<file path="src/rtl/hazard_if.sv">
// Pipeline-to-hazard-controller signal bundle: decode/execute status in,
// stall/bubble/flush control and observability counters out.
interface hazard_if;
  logic        dec_valid_i;
  logic [3:0]  dec_rn_addr_i;
  logic        dec_rn_use_i;
  logic [3:0]  dec_rm_addr_i;
  logic        dec_rm_use_i;
  logic        ex_valid_i;
  logic [3:0]  ex_rd_addr_i;
  logic        ex_is_load_i;
  logic        ex_do_write_i;
  logic        branch_taken_i;
  logic        mem_busy_i;

  logic        stall_fetch_o;
  logic        stall_decode_o;
  logic        stall_execute_o;
  logic        bubble_o;
  logic        flush_o;
  logic [1:0]  state_o;
  logic [15:0] stall_count_o;
  logic [15:0] flush_count_o;

  // The pipeline side drives status and consumes control.
  modport master (
    output dec_valid_i, dec_rn_addr_i, dec_rn_use_i, dec_rm_addr_i, dec_rm_use_i,
           ex_valid_i, ex_rd_addr_i, ex_is_load_i, ex_do_write_i,
           branch_taken_i, mem_busy_i,
    input  stall_fetch_o, stall_decode_o, stall_execute_o, bubble_o, flush_o,
           state_o, stall_count_o, flush_count_o
  );

  modport slave (
    input  dec_valid_i, dec_rn_addr_i, dec_rn_use_i, dec_rm_addr_i, dec_rm_use_i,
           ex_valid_i, ex_rd_addr_i, ex_is_load_i, ex_do_write_i,
           branch_taken_i, mem_busy_i,
    output stall_fetch_o, stall_decode_o, stall_execute_o, bubble_o, flush_o,
           state_o, stall_count_o, flush_count_o
  );
endinterface

</file>
<file path="src/rtl/hazard_ctrl.sv">
// Pipeline hazard controller: load-use bubbles, branch flushes and memory-wait
// stalls with a small RUN/MEM_WAIT/FLUSH FSM and saturating statistics.
module hazard_ctrl #(
  parameter int FLUSH_CYCLES = 2
) (
  input  logic clk_i,
  input  logic reset_n_i,
  hazard_if.slave bus
);

  typedef enum logic [1:0] {
    RUN      = 2'd0,
    MEM_WAIT = 2'd1,
    FLUSH    = 2'd2
  } state_t;

  state_t      state_q, state_d;
  logic [3:0]  flush_cnt_q, flush_cnt_d;
  logic [15:0] stall_count_q, flush_count_q;

  logic load_hazard;
  logic branch_hit;
  logic stall_all, stall_front, bubble, flush, count_flush;
  logic stall_fetch;

  assign load_hazard = bus.ex_valid_i & bus.ex_is_load_i & bus.ex_do_write_i & bus.dec_valid_i &
                       ((bus.dec_rn_use_i & (bus.dec_rn_addr_i == bus.ex_rd_addr_i)) |
                        (bus.dec_rm_use_i & (bus.dec_rm_addr_i == bus.ex_rd_addr_i)));

  assign branch_hit = bus.branch_taken_i & bus.ex_valid_i;

  // NOTE: every variable gets a default at the top of always_comb so that no
  // path through the case leaves it unassigned and infers a latch.
  always_comb begin
    state_d     = state_q;
    flush_cnt_d = flush_cnt_q;
    stall_all   = 1'b0;
    stall_front = 1'b0;
    bubble      = 1'b0;
    flush       = 1'b0;
    count_flush = 1'b0;

    unique case (state_q)
      RUN: begin
        if (bus.mem_busy_i) begin
          stall_all = 1'b1;
          state_d   = MEM_WAIT;
        end else if (branch_hit) begin
          flush       = 1'b1;
          count_flush = 1'b1;
          if (FLUSH_CYCLES > 1) begin
            state_d     = FLUSH;
            flush_cnt_d = 4'(FLUSH_CYCLES - 1);
          end
        end else if (load_hazard) begin
          // Execute receives the bubble next cycle, so the hazard self-clears.
          stall_front = 1'b1;
          bubble      = 1'b1;
        end
      end

      MEM_WAIT: begin
        if (bus.mem_busy_i) stall_all = 1'b1;
        else                state_d   = RUN;
      end

      FLUSH: begin
        flush = 1'b1;
        if (bus.mem_busy_i) begin
          stall_all = 1'b1;
        end else begin
          flush_cnt_d = flush_cnt_q - 4'd1;
          if (flush_cnt_q == 4'd1) state_d = RUN;
        end
      end

      default: state_d = RUN;
    endcase
  end

  // Control outputs are forced quiet during reset regardless of current state.
  assign stall_fetch         = reset_n_i & (stall_all | stall_front);
  assign bus.stall_fetch_o   = stall_fetch;
  assign bus.stall_decode_o  = reset_n_i & (stall_all | stall_front);
  assign bus.stall_execute_o = reset_n_i & stall_all;
  assign bus.bubble_o        = reset_n_i & bubble;
  assign bus.flush_o         = reset_n_i & flush;

  // NOTE: sequential state uses non-blocking assignments so every register
  // samples the pre-edge values, independent of statement order.
  always_ff @(posedge clk_i) begin
    if (!reset_n_i) begin
      state_q       <= RUN;
      flush_cnt_q   <= 4'd0;
      stall_count_q <= 16'd0;
      flush_count_q <= 16'd0;
    end else begin
      state_q     <= state_d;
      flush_cnt_q <= flush_cnt_d;
      if (stall_fetch && stall_count_q != 16'hFFFF)
        stall_count_q <= stall_count_q + 16'd1;
      if (count_flush && flush_count_q != 16'hFFFF)
        flush_count_q <= flush_count_q + 16'd1;
    end
  end

  assign bus.state_o       = state_q;
  assign bus.stall_count_o = stall_count_q;
  assign bus.flush_count_o = flush_count_q;

endmodule

</file>
<file path="src/flat_wrapper.sv">
// flat-port wrapper written by rule: the top's interface ports become plain ports
module hazard_ctrl_flat 
#(
  parameter int FLUSH_CYCLES = 2
)
  (clk_i, reset_n_i, bus_dec_valid_i, bus_dec_rn_addr_i, bus_dec_rn_use_i, bus_dec_rm_addr_i, bus_dec_rm_use_i, bus_ex_valid_i, bus_ex_rd_addr_i, bus_ex_is_load_i, bus_ex_do_write_i, bus_branch_taken_i, bus_mem_busy_i, bus_stall_fetch_o, bus_stall_decode_o, bus_stall_execute_o, bus_bubble_o, bus_flush_o, bus_state_o, bus_stall_count_o, bus_flush_count_o);
  hazard_if bus_i ();
  input  logic clk_i;
  input  logic reset_n_i;
  input wire logic [$bits(bus_i.dec_valid_i)-1:0] bus_dec_valid_i;
  input wire logic [$bits(bus_i.dec_rn_addr_i)-1:0] bus_dec_rn_addr_i;
  input wire logic [$bits(bus_i.dec_rn_use_i)-1:0] bus_dec_rn_use_i;
  input wire logic [$bits(bus_i.dec_rm_addr_i)-1:0] bus_dec_rm_addr_i;
  input wire logic [$bits(bus_i.dec_rm_use_i)-1:0] bus_dec_rm_use_i;
  input wire logic [$bits(bus_i.ex_valid_i)-1:0] bus_ex_valid_i;
  input wire logic [$bits(bus_i.ex_rd_addr_i)-1:0] bus_ex_rd_addr_i;
  input wire logic [$bits(bus_i.ex_is_load_i)-1:0] bus_ex_is_load_i;
  input wire logic [$bits(bus_i.ex_do_write_i)-1:0] bus_ex_do_write_i;
  input wire logic [$bits(bus_i.branch_taken_i)-1:0] bus_branch_taken_i;
  input wire logic [$bits(bus_i.mem_busy_i)-1:0] bus_mem_busy_i;
  output wire logic [$bits(bus_i.stall_fetch_o)-1:0] bus_stall_fetch_o;
  output wire logic [$bits(bus_i.stall_decode_o)-1:0] bus_stall_decode_o;
  output wire logic [$bits(bus_i.stall_execute_o)-1:0] bus_stall_execute_o;
  output wire logic [$bits(bus_i.bubble_o)-1:0] bus_bubble_o;
  output wire logic [$bits(bus_i.flush_o)-1:0] bus_flush_o;
  output wire logic [$bits(bus_i.state_o)-1:0] bus_state_o;
  output wire logic [$bits(bus_i.stall_count_o)-1:0] bus_stall_count_o;
  output wire logic [$bits(bus_i.flush_count_o)-1:0] bus_flush_count_o;
  assign bus_i.dec_valid_i = bus_dec_valid_i;
  assign bus_i.dec_rn_addr_i = bus_dec_rn_addr_i;
  assign bus_i.dec_rn_use_i = bus_dec_rn_use_i;
  assign bus_i.dec_rm_addr_i = bus_dec_rm_addr_i;
  assign bus_i.dec_rm_use_i = bus_dec_rm_use_i;
  assign bus_i.ex_valid_i = bus_ex_valid_i;
  assign bus_i.ex_rd_addr_i = bus_ex_rd_addr_i;
  assign bus_i.ex_is_load_i = bus_ex_is_load_i;
  assign bus_i.ex_do_write_i = bus_ex_do_write_i;
  assign bus_i.branch_taken_i = bus_branch_taken_i;
  assign bus_i.mem_busy_i = bus_mem_busy_i;
  assign bus_stall_fetch_o = bus_i.stall_fetch_o;
  assign bus_stall_decode_o = bus_i.stall_decode_o;
  assign bus_stall_execute_o = bus_i.stall_execute_o;
  assign bus_bubble_o = bus_i.bubble_o;
  assign bus_flush_o = bus_i.flush_o;
  assign bus_state_o = bus_i.state_o;
  assign bus_stall_count_o = bus_i.stall_count_o;
  assign bus_flush_count_o = bus_i.flush_count_o;
  hazard_ctrl #(.FLUSH_CYCLES(FLUSH_CYCLES)) u_core (.clk_i(clk_i), .reset_n_i(reset_n_i), .bus(bus_i));
endmodule
</file>
<file path="config.mk">
export PLATFORM = sky130hd
export DESIGN_NAME = hazard_ctrl_flat
export DESIGN_NICKNAME = d
export VERILOG_FILES = /design/src/rtl/hazard_if.sv /design/src/rtl/hazard_ctrl.sv /design/src/flat_wrapper.sv
export SDC_FILE = /design/constraint.sdc
export NUM_CORES = 1
export LEC_CHECK = 0
export CORE_MARGIN = 8
export CORE_UTILIZATION = 30
export CTS_CLUSTER_DIAMETER = 80
export DETAILED_ROUTE_END_ITERATION = 6
export SETUP_SLACK_MARGIN = 0.05
export SLEW_MARGIN = 25
export SYNTH_ARGS = -nofsm -noshare
export SYNTH_HDL_FRONTEND = slang
export SYNTH_SLANG_ARGS = --single-unit
</file>
<file path="constraint.sdc">
create_clock -name clk_i -period 4.3 [get_ports clk_i]
set_clock_uncertainty 0.05 [all_clocks]
set_input_delay 1.29 -clock clk_i [delete_from_list [all_inputs] [get_ports clk_i]]
set_output_delay 1.29 -clock clk_i [all_outputs]
set_load 0.01 [all_outputs]
</file>
; After elaboration in Yosys (flattened, before gate mapping)
; Index checks and enable logic that the tools add are counted.
[word_totals]
out_inout_bits = 39
register_bits = 38
inputBits = 22
[op_classes]
muxes = 20
n_bitwise = 13
eq_ne = 13
add_sub_neg = 3
n_reduce_logical = 7
[ops]
columns = cell, count
row1 = "16-bit by 1-bit adder with 16-bit output, second input constant", 2
row2 = "16-bit inequality test, second input constant", 2
row3 = 4-bit 2-to-1 mux, 3
row4 = 1-bit bitwise AND, 11
row5 = 2-bit 2-to-1 mux, 5
row6 = 1-bit 2-to-1 mux, 9
row7 = 4-bit == test, 2
row8 = 4-bit one-hot mux with 2 select lines, 1
row9 = 4-bit AND reduction, 2
row10 = "2-bit inequality test, second input constant", 3
row11 = 2-bit one-hot mux with 3 select lines, 1
row12 = "4-bit by 1-bit == test with 1-bit output, second input constant", 1
row13 = "2-bit by 1-bit inequality test with 1-bit output, second input constant", 2
row14 = "4-bit by 1-bit subtractor with 4-bit output, second input constant", 1
row15 = "3-bit by 2-bit inequality test with 1-bit output, second input constant", 1
row16 = 3-bit OR reduction, 1
row17 = "2-bit by 1-bit == test with 1-bit output, second input constant", 1
row18 = "2-bit == test, second input constant", 1
row19 = 1-bit logical AND, 2
row20 = 2-bit zero test, 1
row21 = 1-bit OR, 2
row22 = 1-bit one-hot mux with 2 select lines, 1
row23 = 2-bit nonzero test, 1

; Longest topological paths before layout
; Gate-level depths: netlist (run 1).
[depth]
word_depth = 11
depth_mapped = 8

; Least setup slack after synthesis (run 1)
; No wires, ideal clock.
[synth_timing]
path_kind = input to output
start = input bus_mem_busy_i
end = output bus_stall_fetch_o
setup_slack_ns = 0.358
t_arrival_ns = 2.602
stages = 5
cell_sequence = or2_1 -> buf_6 -> or4_4 -> o21ai_1 -> buf_4
[synth_between]
elab_chain_len = 4
word_cells_on_any_way = 6
cone_classes = 4 x mux / 2 x bitwise
[synth_rtl]
columns = element, line
row1 = from (decl), flat_wrapper.sv:20  ; input wire logic [$bits(bus_i.mem_busy_i)-1:0] bus_mem_busy_i;
row2 = "1-bit 2-to-1 mux, on equally long branches", "hazard_ctrl.sv:45, hazard_ctrl.sv:63, hazard_ctrl.sv:69"
row3 = "1-bit 2-to-1 mux, on equally long branches", -
row4 = 1-bit OR (*), -
row5 = 1-bit bitwise AND (*), -
row6 = to (decl), flat_wrapper.sv:21  ; output wire logic [$bits(bus_i.stall_fetch_o)-1:0] bus_stall_fetch_o;
; Mark *: on every way between the ends. The rest lies on a longest branch, timed or not.

; Worst setup path after layout (run 1)
[layout_timing]
start = input bus_mem_busy_i
end = output bus_stall_fetch_o
[layout_between]
elab_chain_len = 4
word_cells_on_any_way = 6
cone_classes = 4 x mux / 2 x bitwise
[layout_rtl]
columns = element, line
row1 = "1-bit 2-to-1 mux, on equally long branches", "hazard_ctrl.sv:45, hazard_ctrl.sv:63, hazard_ctrl.sv:69"
row2 = "1-bit 2-to-1 mux, on equally long branches", -
row3 = 1-bit OR (*), hazard_ctrl.sv:82  ; assign stall_fetch = reset_n_i & (stall_all | stall_front);
row4 = 1-bit bitwise AND (*), hazard_ctrl.sv:82
; Marked as above.

==> implementation parameters, run 1 <==
Parameter                              Value

Routing
  Number of routed nets with antenna violations    0
  Routed via count divided by cell count    around 4.7
  DRC violation total after the first TritonRoute iteration    95
  Wire length reported by the detailed router    5552 µm
  Remaining DRCs    0
  1st-pass router iterations    6
  Post-detailed-route wirelength per cell    13.31 µm
  Via total after detailed routing    1,969

GRT
  Overflow left after global routing    0
  Via count of the first global-routing pass    approximately 2,000
  Total global-route track usage    between 10 and 15%
  Number of antenna violations at the first check in global routing    1
  Global-route wire length before repair    9121 µm
  Maximum number of pins on one net before global-route repair    27

Power
  P_leak    1.028 nW
  Proportion of power drawn by flip-flops and latches    51.0%
  Worst ir drop on vdd    120.7 µV
  Switch Pwr    around 180 µW
  Overall power    713.6 µW
  Switching part of the total    roughly a quarter
  Power density over cell area    238.7 nW/µm²
  Int Power    535.0 µW
  Logic gate share of total power    12.7%
  Share of total power in the clock network    36.3%

Critical path
  CP startpoint kind    input pin
  Crit. End Element    output port
  CP delay by family, top    simple AND/OR/NAND/NOR gates
  R2R depth    7
  Required time at the endpoint of the critical path    2.96 ns
  Logic depth of the worst setup path including buffers    5
  Category of the critical setup timing path    input pin to output port
  Slowest-stage cell, CP    sky130_fd_sc_hd__or4_4
  CP bufs+invs    2
  Critical-path maximum fanout    3
  Cell Chain, Critical Path    clkdlybuf4s50_1, or2_1, or4_4, o21ai_2, clkbuf_2
  Largest incremental delay on the critical path    0.54 ns
  CP arrival    2.80 ns

Status
  Run status    finished clean

Clocking
  Cell chosen for the clock root    sky130_fd_sc_hd__clkbuf_8
  Number of buffers on the longest clock path    2
  Total number of clock tree sinks    38
  Inserted Clock Buffers    5
  Clock H-tree levels    2
  # Post-CTS Setup Buffers    0
  Clk slew on worst S/H paths    0.08 ns
  CTS tree    done
  Worst-skew pair later-pin latency    approximately 0.28 ns

Die
  Die Area    10,060 µm²
  Overall die width    approximately 100 µm
  Initial Util    a little under a third
  Number of top-level pins    61
  Die outline height    100.3 µm
  Core area    6832 µm²
  Rows    30

Synth
  Share of synthesized flip-flops with an asynchronous set or reset    0%
  Part of the Yosys area used for sequential elements    35.70%
  Count of yosys warnings during synthesis    0
  Yosys reg bits    38
  Post-Syn Nets    277
  Synth Flop Type    sky130_fd_sc_hd__dfxtp_1
  Number of distinct library cell variants in the gate-level netlist after synthesis    44
  Number of enable flip-flop cells after synthesis    0
  Count of mapped cells out of synthesis    251
  Average size of a mapped cell    8.489 µm²
  Post-Synthesis Cell Area    between 2000 and 2500 µm²

Placement
  Pre-CTS worst setup slack    -0.3155 ns
  Input/output buffers    60
  RD Place Congestion    0.7781
  Total half-perimeter wirelength after legalization and detailed placement    4110 µm

STA
  Final worst path period share    96.20%
  Total count of hold-check failures in the final report    0
  Max-slew violation count    0
  Unrepaired setup endpoints after global routing    no
  Fin Setup TNS    0 ns
  Worst slew margin relative to its limit    around two fifths
  Final worst setup slack    0.1634 ns
  Max frequency    241.7 MHz
  Tightest Pin Transition    0.8848 ns
  Final setup violation count    0
  Time the final worst path needs with I/O delays and setup    4.137 ns

Finish
  Most used cells in the layout excluding fill and tap cells    sky130_fd_sc_hd__clkdlybuf4s50_1 (55), sky130_fd_sc_hd__dfxtp_1 (38), sky130_fd_sc_hd__nand2_1 (33)
  Fraction of layout instances using a drive strength above 1    13.71%
  Diodes inserted    0
  Final Net Count    346
  Layout-stage area growth over the synthesis result    40.28%
  Commonest non-fill, non-tap cell in the layout    sky130_fd_sc_hd__clkdlybuf4s50_1

Min path
  Cell count of the worst hold path    2
  Hold/Removal Path Class    register to register

Run
  MaxCap Viol Count    0
logic make-up after synthesis:
family / share of synthesized area, %
fa+ha+maj: 2.349
mux: 6.576
compound gates: 11.04
simple gates: 30.06
xor+xnor: 9.865
buf+inv: 4.404
flops: 35.70
worst min-delay path, cell delays in order (launching register included):
cell	delay [ns]
sky130_fd_sc_hd__dfxtp_1	0.34
sky130_fd_sc_hd__nand2_1	0.06
sky130_fd_sc_hd__mux2i_1	0.05
metal layers:
| metal | track usage, % | share of wire, % | routed length [µm] |
|---|---|---|---|
| met5 | 0 | 0.22 | 12 |
| met4 | 1.744 | 0.29 | 16 |
| met3 | 5.052 | 9.0 | 499 |
| met2 | 18.05 | 43 | 2393 |
| met1 | 12.53 | 47 | 2631 |
registers in the layout, indices dropped and copies added, names as in the netlist:
register,cells
u_core.bus.flush_count_o,16
u_core.bus.state_o,2
u_core.flush_cnt_q,4
u_core.bus.stall_count_o,16
final timing paths:
path | start | to | slack, ns
setup / recovery | bus_mem_busy_i | bus_stall_fetch_o | 0.16
hold reg to reg | u_core.bus.stall_count_o[9] | u_core.bus.stall_count_o[9] | 0.45
hold / removal | u_core.bus.stall_count_o[9] | u_core.bus.stall_count_o[9] | 0.45
setup reg to reg | u_core.bus.stall_count_o[0] | u_core.bus.stall_count_o[2] | 1.76
final cells by class:
type	instances	area, µm²
flip-flops and latches	38	760.7
fillers	706	3842
repair buffers	72	703.2
multi-input cells	195	1280
inverters	8	30.03
clock inverters	2	12.51
well taps	96	120.1
clock buffers	6	82.58
timing repair:
action / 4_1_cts / 5_1_grt
setup endpoints to repair: 5 / 5
endpoints found under the hold margin: 0 / 0
gates resized for setup: 6 / 12
hold buffers: 0 / 0
cloned: 0 / 1
cells in the mapped netlist, types with 5 or more instances:
| cell | number | share of area, % |
|---|---|---|
| sky130_fd_sc_hd__a21oi_2 | 8 | 3.3 |
| sky130_fd_sc_hd__clkbuf_1 | 5 | 0.88 |
| sky130_fd_sc_hd__dfxtp_1 | 38 | 36 |
| sky130_fd_sc_hd__inv_1 | 6 | 1.1 |
| sky130_fd_sc_hd__mux2i_1 | 14 | 6.6 |
| sky130_fd_sc_hd__nand2_1 | 33 | 5.8 |
| sky130_fd_sc_hd__nand2b_1 | 8 | 2.3 |
| sky130_fd_sc_hd__nand3_1 | 14 | 3.3 |
| sky130_fd_sc_hd__nand4_1 | 13 | 3.8 |
| sky130_fd_sc_hd__nor2_1 | 27 | 4.8 |
| sky130_fd_sc_hd__nor3_1 | 7 | 1.6 |
| sky130_fd_sc_hd__xor2_1 | 20 | 8.2 |
metrics by stage:
stage / std cells / hold WS [ns] / cell area, µm² / util (%)
floorplan: 251 / 0.4482 / 2131 / -
global placement: 408 / 0.4276 / 2870 / 42.01
global route: 417 / 0.4830 / 2989 / 43.75
detailed placement: 408 / 0.4368 / 2870 / 42.01
CTS: 416 / 0.4483 / 2968 / 43.44
finish: 417 / 0.4452 / 2989 / 43.75
power groups by stage:
| stage | Clock, mW | Combinational, mW | Sequential [mW] |
|---|---|---|---|
| after floorplan | 0 | 0.0440 | 0.372 |
| after global placement | 0 | 0.0874 | 0.372 |
| after detailed placement | 0 | 0.0885 | 0.372 |
| after CTS | 0.264 | 0.0887 | 0.364 |
| after global routing | 0.280 | 0.0999 | 0.365 |
| final | 0.259 | 0.0907 | 0.364 |
No activity file was read; power rests on OpenSTA's default activity.
==> inputs of run 2 (changes only) <==
--- a/config.mk
+++ b/config.mk
@@ -6,9 +6,10 @@
 export NUM_CORES = 1
 export LEC_CHECK = 0
 export CORE_MARGIN = 8
-export CORE_UTILIZATION = 30
+export CORE_UTILIZATION = 40
 export CTS_CLUSTER_DIAMETER = 80
 export DETAILED_ROUTE_END_ITERATION = 6
+export PLACE_DENSITY = 0.69
 export SETUP_SLACK_MARGIN = 0.05
 export SLEW_MARGIN = 25
 export SYNTH_ARGS = -nofsm -noshare
==> implementation parameters, run 2 (same netlist as run 1, synthesis figures left out) <==
Parameter                              Value

STA
  Final worst setup slack    0.07313 ns (was 0.1634 ns)
  Worst slew margin relative to its limit    41.80% (was 41.01%)
  Hold WS    0.4392 ns (was 0.4452 ns)
  Max frequency    236.6 MHz (was 241.7 MHz)
  Max-slew violation count    0 (unchanged)
  Unrepaired setup endpoints after global routing    yes (was no)
  Final worst path period share    98.30% (was 96.20%)
  Final setup violation count    0 (unchanged)
  Time the final worst path needs with I/O delays and setup    4.227 ns (was 4.137 ns)
  Tightest Pin Transition    0.8729 ns (was 0.8848 ns)
  Total count of hold-check failures in the final report    0 (unchanged)

Clocking
  Count of hold buffers inserted by post-cts repair    0 (unchanged)
  Number of buffers on the longest clock path    2 (unchanged)
  Cell chosen for the clock root    sky130_fd_sc_hd__clkbuf_8 (unchanged)
  Worst-skew pair later-pin latency    0.28 ns (about the same)
  Clock H-tree levels    2 (unchanged)
  Total number of clock tree sinks    38 (unchanged)
  CTS tree    done (unchanged)
  Inserted Clock Buffers    5 (unchanged)
  Clk slew on worst S/H paths    0.08 ns (about the same)

Die
  Die Area    7918 µm² (was 10,060 µm²)
  Core area    5140 µm² (was 6832 µm²)
  Overall die width    88.99 µm (was 100.3 µm)
  Rows    26 (was 30)
  Number of top-level pins    61 (unchanged)
  Initial Util    41.46% (was 31.19%)
  Die outline height    88.99 µm (was 100.3 µm)

Placement
  Placed insts    384 (was 408)
  Pre-CTS worst setup slack    -0.3063 ns (was -0.3155 ns)
  Total half-perimeter wirelength after legalization and detailed placement    4177 µm (was 4110 µm)
  RD Place Congestion    0.7536 (was 0.7781)
  Input/output buffers    60 (unchanged)

Routing
  Number of routed nets with antenna violations    0 (unchanged)
  Routed via count divided by cell count    5.105 (was 4.722)
  Via total after detailed routing    2,001 (was 1,969)
  Wire length reported by the detailed router    5529 µm (was 5552 µm)
  Remaining DRCs    0 (unchanged)
  DRC violation total after the first TritonRoute iteration    93 (was 95)
  1st-pass router iterations    4 (was 6)
  Post-detailed-route wirelength per cell    14.10 µm (was 13.31 µm)

Power
  Power density over cell area    253.4 nW/µm² (was 238.7 nW/µm²)
  P_leak    1.027 nW (was 1.028 nW)
  Overall power    749.6 µW (was 713.6 µW)
  Worst ir drop on vdd    150.5 µV (was 120.7 µV)

Critical path
  CP startpoint kind    input pin (unchanged)
  Largest incremental delay on the critical path    0.53 ns (was 0.54 ns)
  Dominant cell type by count on the critical path    sky130_fd_sc_hd__clkdlybuf4s50_1
  CP arrival    2.89 ns (was 2.80 ns)
  Category of the critical setup timing path    input pin to output port (unchanged)
  Required time at the endpoint of the critical path    2.96 ns (about the same)
  Critical-path maximum fanout    26 (was 3)
  Slowest-stage cell, CP    sky130_fd_sc_hd__clkdlybuf4s50_1 (was sky130_fd_sc_hd__or4_4)
  Crit. End Element    output port (unchanged)
  Cell Chain, Critical Path    clkdlybuf4s50_1, buf_12, nand2_1, a21o_1, clkinv_1, clkdlybuf4s50_1 (was clkdlybuf4s50_1, or2_1, or4_4, o21ai_2, clkbuf_2)

GRT
  Overflow left after global routing    0 (unchanged)
  Via count of the first global-routing pass    1,886 (was 1,970)
  Maximum number of pins on one net before global-route repair    27 (unchanged)
  Number of antenna violations at the first check in global routing    0 (was 1)
  Total global-route track usage    13.74% (was 10.85%)
  Global-route wire length before repair    8832 µm (was 9121 µm)

Run
  MaxCap Viol Count    0 (unchanged)

Finish
  Final Net Count    347 (was 346)
  Diodes inserted    0 (unchanged)
  Most used cells in the layout excluding fill and tap cells    sky130_fd_sc_hd__clkdlybuf4s50_1 (56), sky130_fd_sc_hd__dfxtp_1 (38), sky130_fd_sc_hd__nand2_1 (33) (was sky130_fd_sc_hd__clkdlybuf4s50_1 (55), sky130_fd_sc_hd__dfxtp_1 (38), sky130_fd_sc_hd__nand2_1 (33))
  Commonest non-fill, non-tap cell in the layout    sky130_fd_sc_hd__clkdlybuf4s50_1 (unchanged)
  Count of non-filler cells in the finished layout    392 (was 417)
  Fraction of layout instances using a drive strength above 1    13.98% (was 13.71%)
  Layout-stage area growth over the synthesis result    38.81% (was 40.28%)

Status
  Run status    finished clean (unchanged)

Min path
  Hold/Removal Path Class    register to register (unchanged)
run 2: cell count changes in the layout (fill, tap and decap cells not counted), sizes merged:
cell / delta
buf: +2
bufinv: +1
clkbuf: -2
clkdlybuf4s50: +1
clkinv: +1
clkinvlp: -1
dlymetal6s2s: -1
run 2: worst paths after layout:
check	from	to	slack (ns)	cells after the start
max	reset_n_i	bus_stall_execute_o	0.07	6
min	u_core.bus.stall_count_o[9]	u_core.bus.stall_count_o[9]	0.44	2
max reg2reg	u_core.bus.stall_count_o[0]	u_core.bus.stall_count_o[2]	1.73	7
min reg2reg	u_core.bus.stall_count_o[9]	u_core.bus.stall_count_o[9]	0.44	2
run 2: power breakdown:
group	internal (mW)	switching (mW)
logic	0.0482	0.0407
clock network	0.171	0.126
registers	0.357	0.00715
total	0.576	0.174
run 2: layout make-up:
type / instances / area, µm²
Multi-Input combinational cell: 195 / 1280
Timing Repair Buffer: 73 / 690.7
Inverter: 8 / 30.03
Clock inverter: 3 / 40.04
Fill cell: 523 / 2182
Sequential cell: 38 / 760.7
Clock buffer: 5 / 68.82
Tap cell: 70 / 87.58
run 2: critical path: cells and delay by family:
kind                   cells  cell delay (ns)
buffers and inverters      4             1.32
AOI/OAI and AO/OA          1             0.20
and+or+nand+nor            1             0.09
run 2: per-layer routing:
metal	routed length, µm	vias up	track usage, %
met5	0	-	0
li1	-	1018	-
met2	2504	60	22.91
met3	400	2	4.504
met1	2592	921	16.47
met4	30	0	3.625
run 2: what timing repair did:
| item | CTS | global route |
|---|---|---|
| buffers inserted | 0 | 0 |
| gates resized for setup | 7 | 9 |
| setup endpoints to repair | 5 | 5 |
run 2: stage by stage:
stage	instance area (µm²)	util, %	TNS (ns)
CTS	2965	57.69	-0.02733
finish	2958	57.55	0
detailed placement	2853	55.50	-1.060
global placement	2853	55.50	-0.9762
floorplan	2131	-	0
global route	2958	57.55	0
==> inputs of run 3 (changes only) <==
==> constraint.sdc (replaced) <==
create_clock -name clk_i -period 4.8 [get_ports clk_i]
set_clock_uncertainty 0.05 [all_clocks]
set_input_delay 1.44 -clock clk_i [delete_from_list [all_inputs] [get_ports clk_i]]
set_output_delay 1.44 -clock clk_i [all_outputs]
set_load 0.01 [all_outputs]
==> implementation parameters, run 3 (same netlist as run 1, synthesis figures left out) <==
Parameter                              Value

Routing
  Routed via count divided by cell count    5.253 (was 5.105)
  1st-pass router iterations    4 (unchanged)
  Post-detailed-route wirelength per cell    14.20 µm (was 14.10 µm)
  Number of routed nets with antenna violations    0 (unchanged)
  Via total after detailed routing    2,033 (was 2,001)
  Remaining DRCs    0 (unchanged)
  Wire length reported by the detailed router    5497 µm (was 5529 µm)
  DRC violation total after the first TritonRoute iteration    58 (was 93)

Placement
  Input/output buffers    60 (unchanged)
  RD Place Congestion    0.7514 (was 0.7536)
  Total half-perimeter wirelength after legalization and detailed placement    4192 µm (was 4177 µm)
  Area after DPL    2823 µm² (was 2853 µm²)

Clocking
  Number of buffers on the longest clock path    2 (unchanged)
  Clock H-tree levels    2 (unchanged)
  # Post-CTS Setup Buffers    0 (unchanged)
  CTS tree    done (unchanged)
  Total number of clock tree sinks    38 (unchanged)
  Inserted Clock Buffers    5 (unchanged)
  Cell chosen for the clock root    sky130_fd_sc_hd__clkbuf_8 (unchanged)
  Clk slew on worst S/H paths    0.07 ns (was 0.08 ns)
  Worst-skew pair later-pin latency    0.28 ns (about the same)

STA
  Final worst path period share    96.82%
  Unrepaired setup endpoints after global routing    no (was yes)
  Final setup violation count    0 (unchanged)
  Tightest Pin Transition    0.8951 ns (was 0.8729 ns)
  Fin Setup TNS    0 ns (unchanged)
  Worst slew margin relative to its limit    40.32% (was 41.80%)
  Total count of hold-check failures in the final report    0 (unchanged)
  Max-slew violation count    0 (unchanged)
  Time the final worst path needs with I/O delays and setup    roughly 4.6 ns
  Max frequency    215.2 MHz

Die
  Core area    5140 µm² (unchanged)
  Overall die width    88.99 µm (unchanged)
  Number of top-level pins    61 (unchanged)
  Initial Util    41.46% (unchanged)
  Die outline height    88.99 µm (unchanged)
  Die Area    7918 µm² (unchanged)
  Rows    26 (unchanged)

Power
  Power density over cell area    208.4 nW/µm² (was 253.4 nW/µm²)
  P_leak    0.9937 nW (was 1.027 nW)
  Worst ir drop on vdd    170.1 µV (was 150.5 µV)

Min path
  Cell count of the worst hold path    2 (unchanged)
  Hold/Removal Path Class    register to register (unchanged)
  Hold Crit Endpoint    u_core.bus.stall_count_o[10] (was u_core.bus.stall_count_o[9])
  Startpoint of the tightest hold check path    u_core.bus.stall_count_o[10] (was u_core.bus.stall_count_o[9])

Critical path
  Critical-path maximum fanout    26 (unchanged)
  Startpoint of the lowest-slack register-to-register path    u_core.bus.stall_count_o[0] (unchanged)
  End of the worst register-to-register path    u_core.bus.stall_count_o[2] (unchanged)
  Reg-to-reg slack, setup    2.15 ns (was 1.73 ns)
  CP startpoint kind    input pin (unchanged)
  Crit. End Element    output port (unchanged)
  CP arrival    3.16 ns (was 2.89 ns)
  R2R depth    7 (unchanged)
  Required time at the endpoint of the critical path    3.31 ns (was 2.96 ns)
  Category of the critical setup timing path    input pin to output port (unchanged)

Finish
  Layout-stage area growth over the synthesis result    35.82% (was 38.81%)
  Register cell area after layout    760.7 µm² (unchanged)
  Fillers    497 (was 523)
  Most used cells in the layout excluding fill and tap cells    sky130_fd_sc_hd__clkdlybuf4s50_1 (56), sky130_fd_sc_hd__dfxtp_1 (38), sky130_fd_sc_hd__nand2_1 (33) (unchanged)
  Commonest non-fill, non-tap cell in the layout    sky130_fd_sc_hd__clkdlybuf4s50_1 (unchanged)
  Diodes inserted    0 (unchanged)
  Fraction of layout instances using a drive strength above 1    10.41% (was 13.98%)
  Final Net Count    343 (was 347)
  Final instance area    2894 µm² (was 2958 µm²)
  Multi-input logic area    1276 µm² (was 1280 µm²)

GRT
  Total global-route track usage    14.06% (was 13.74%)
  Via count of the first global-routing pass    1,949 (was 1,886)
  Number of antenna violations at the first check in global routing    0 (unchanged)
  Overflow left after global routing    0 (unchanged)
  Maximum number of pins on one net before global-route repair    27 (unchanged)
  Global-route wire length before repair    8963 µm (was 8832 µm)

Run
  MaxCap Viol Count    0 (unchanged)

Status
  Run status    finished clean (unchanged)
-- run 3: cell types whose count changed in the layout (fill, tap and decap cells not counted), sizes merged --
cell,previous run,this run
buf,13,9
dlygate4sd2,0,4
clkbuf,9,7
clkinv,3,1
bufinv,1,0
-- run 3: repair_timing --
item	in CTS	in global routing
gates resized for setup	4	0
setup endpoints to repair	4	0
hold buffers	0	0
hold endpoints to repair	0	0
-- run 3: stage by stage --
| step | cells | power, mW | hold WS (ns) | util, % | setup WS [ns] |
|---|---|---|---|---|---|
| 2_1_floorplan | 251 | 0.3728 | 0.4482 | - | 0.5582 |
| 3_3_place_gp | 380 | 0.4096 | 0.4199 | 54.92 | -0.07736 |
| 3_5_place_dp | 380 | 0.4111 | 0.4382 | 54.92 | -0.1031 |
| 4_1_cts | 387 | 0.6114 | 0.4483 | 56.30 | 0.1426 |
| 5_1_grt | 387 | 0.6347 | 0.4794 | 56.30 | 0.06406 |
| 6_report | 387 | 0.6032 | 0.4483 | 56.30 | 0.1528 |
-- run 3: layout make-up --
| cell class | count | share of cell area [%] |
|---|---|---|
| Timing Repair Buffer | 69 | 22.91 |
| Tap cell | 70 | 3.026 |
| Multi-Input combinational cell | 195 | 44.10 |
| Clock buffer | 7 | 2.637 |
| Inverter | 8 | 1.038 |
| Sequential cell | 38 | 26.29 |
-- run 3: power by group --
part           total, mW  internal (mW)  switching [mW]
sequential         0.327          0.320         0.00652
combinational     0.0765         0.0404          0.0361
clock              0.200          0.100           0.100
total              0.603          0.460           0.143
-- run 3: how the worst max path moves through the flow --
stage | startpoint | to | cells past startpoint
after floorplan | bus_mem_busy_i | bus_stall_fetch_o | 5
after global placement | bus_mem_busy_i | bus_stall_fetch_o | 5
after detailed placement | bus_mem_busy_i | bus_stall_fetch_o | 5
after CTS | reset_n_i | bus_stall_execute_o | 6
after global routing | reset_n_i | bus_stall_execute_o | 6
final | reset_n_i | bus_stall_execute_o | 6
-- run 3: critical path, stage by stage --
cell	delay [ns]
sky130_fd_sc_hd__clkdlybuf4s50_1	0.48
sky130_fd_sc_hd__buf_4	0.29
sky130_fd_sc_hd__nand2_1	0.12
sky130_fd_sc_hd__a21o_1	0.21
sky130_fd_sc_hd__clkinv_1	0.07
sky130_fd_sc_hd__clkdlybuf4s50_1	0.54
-- run 3: metal layers --
metal / part of all wire [%] / GRT usage [%] / wire length [µm] / up-vias
li1: - / - / - / 1010
met1: 47 / 17.02 / 2573 / 960
met2: 45 / 23.32 / 2479 / 58
met3: 7.1 / 4.504 / 393 / 5
met4: 0.93 / 3.776 / 51 / 0
met5: 0 / 0 / 0 / -
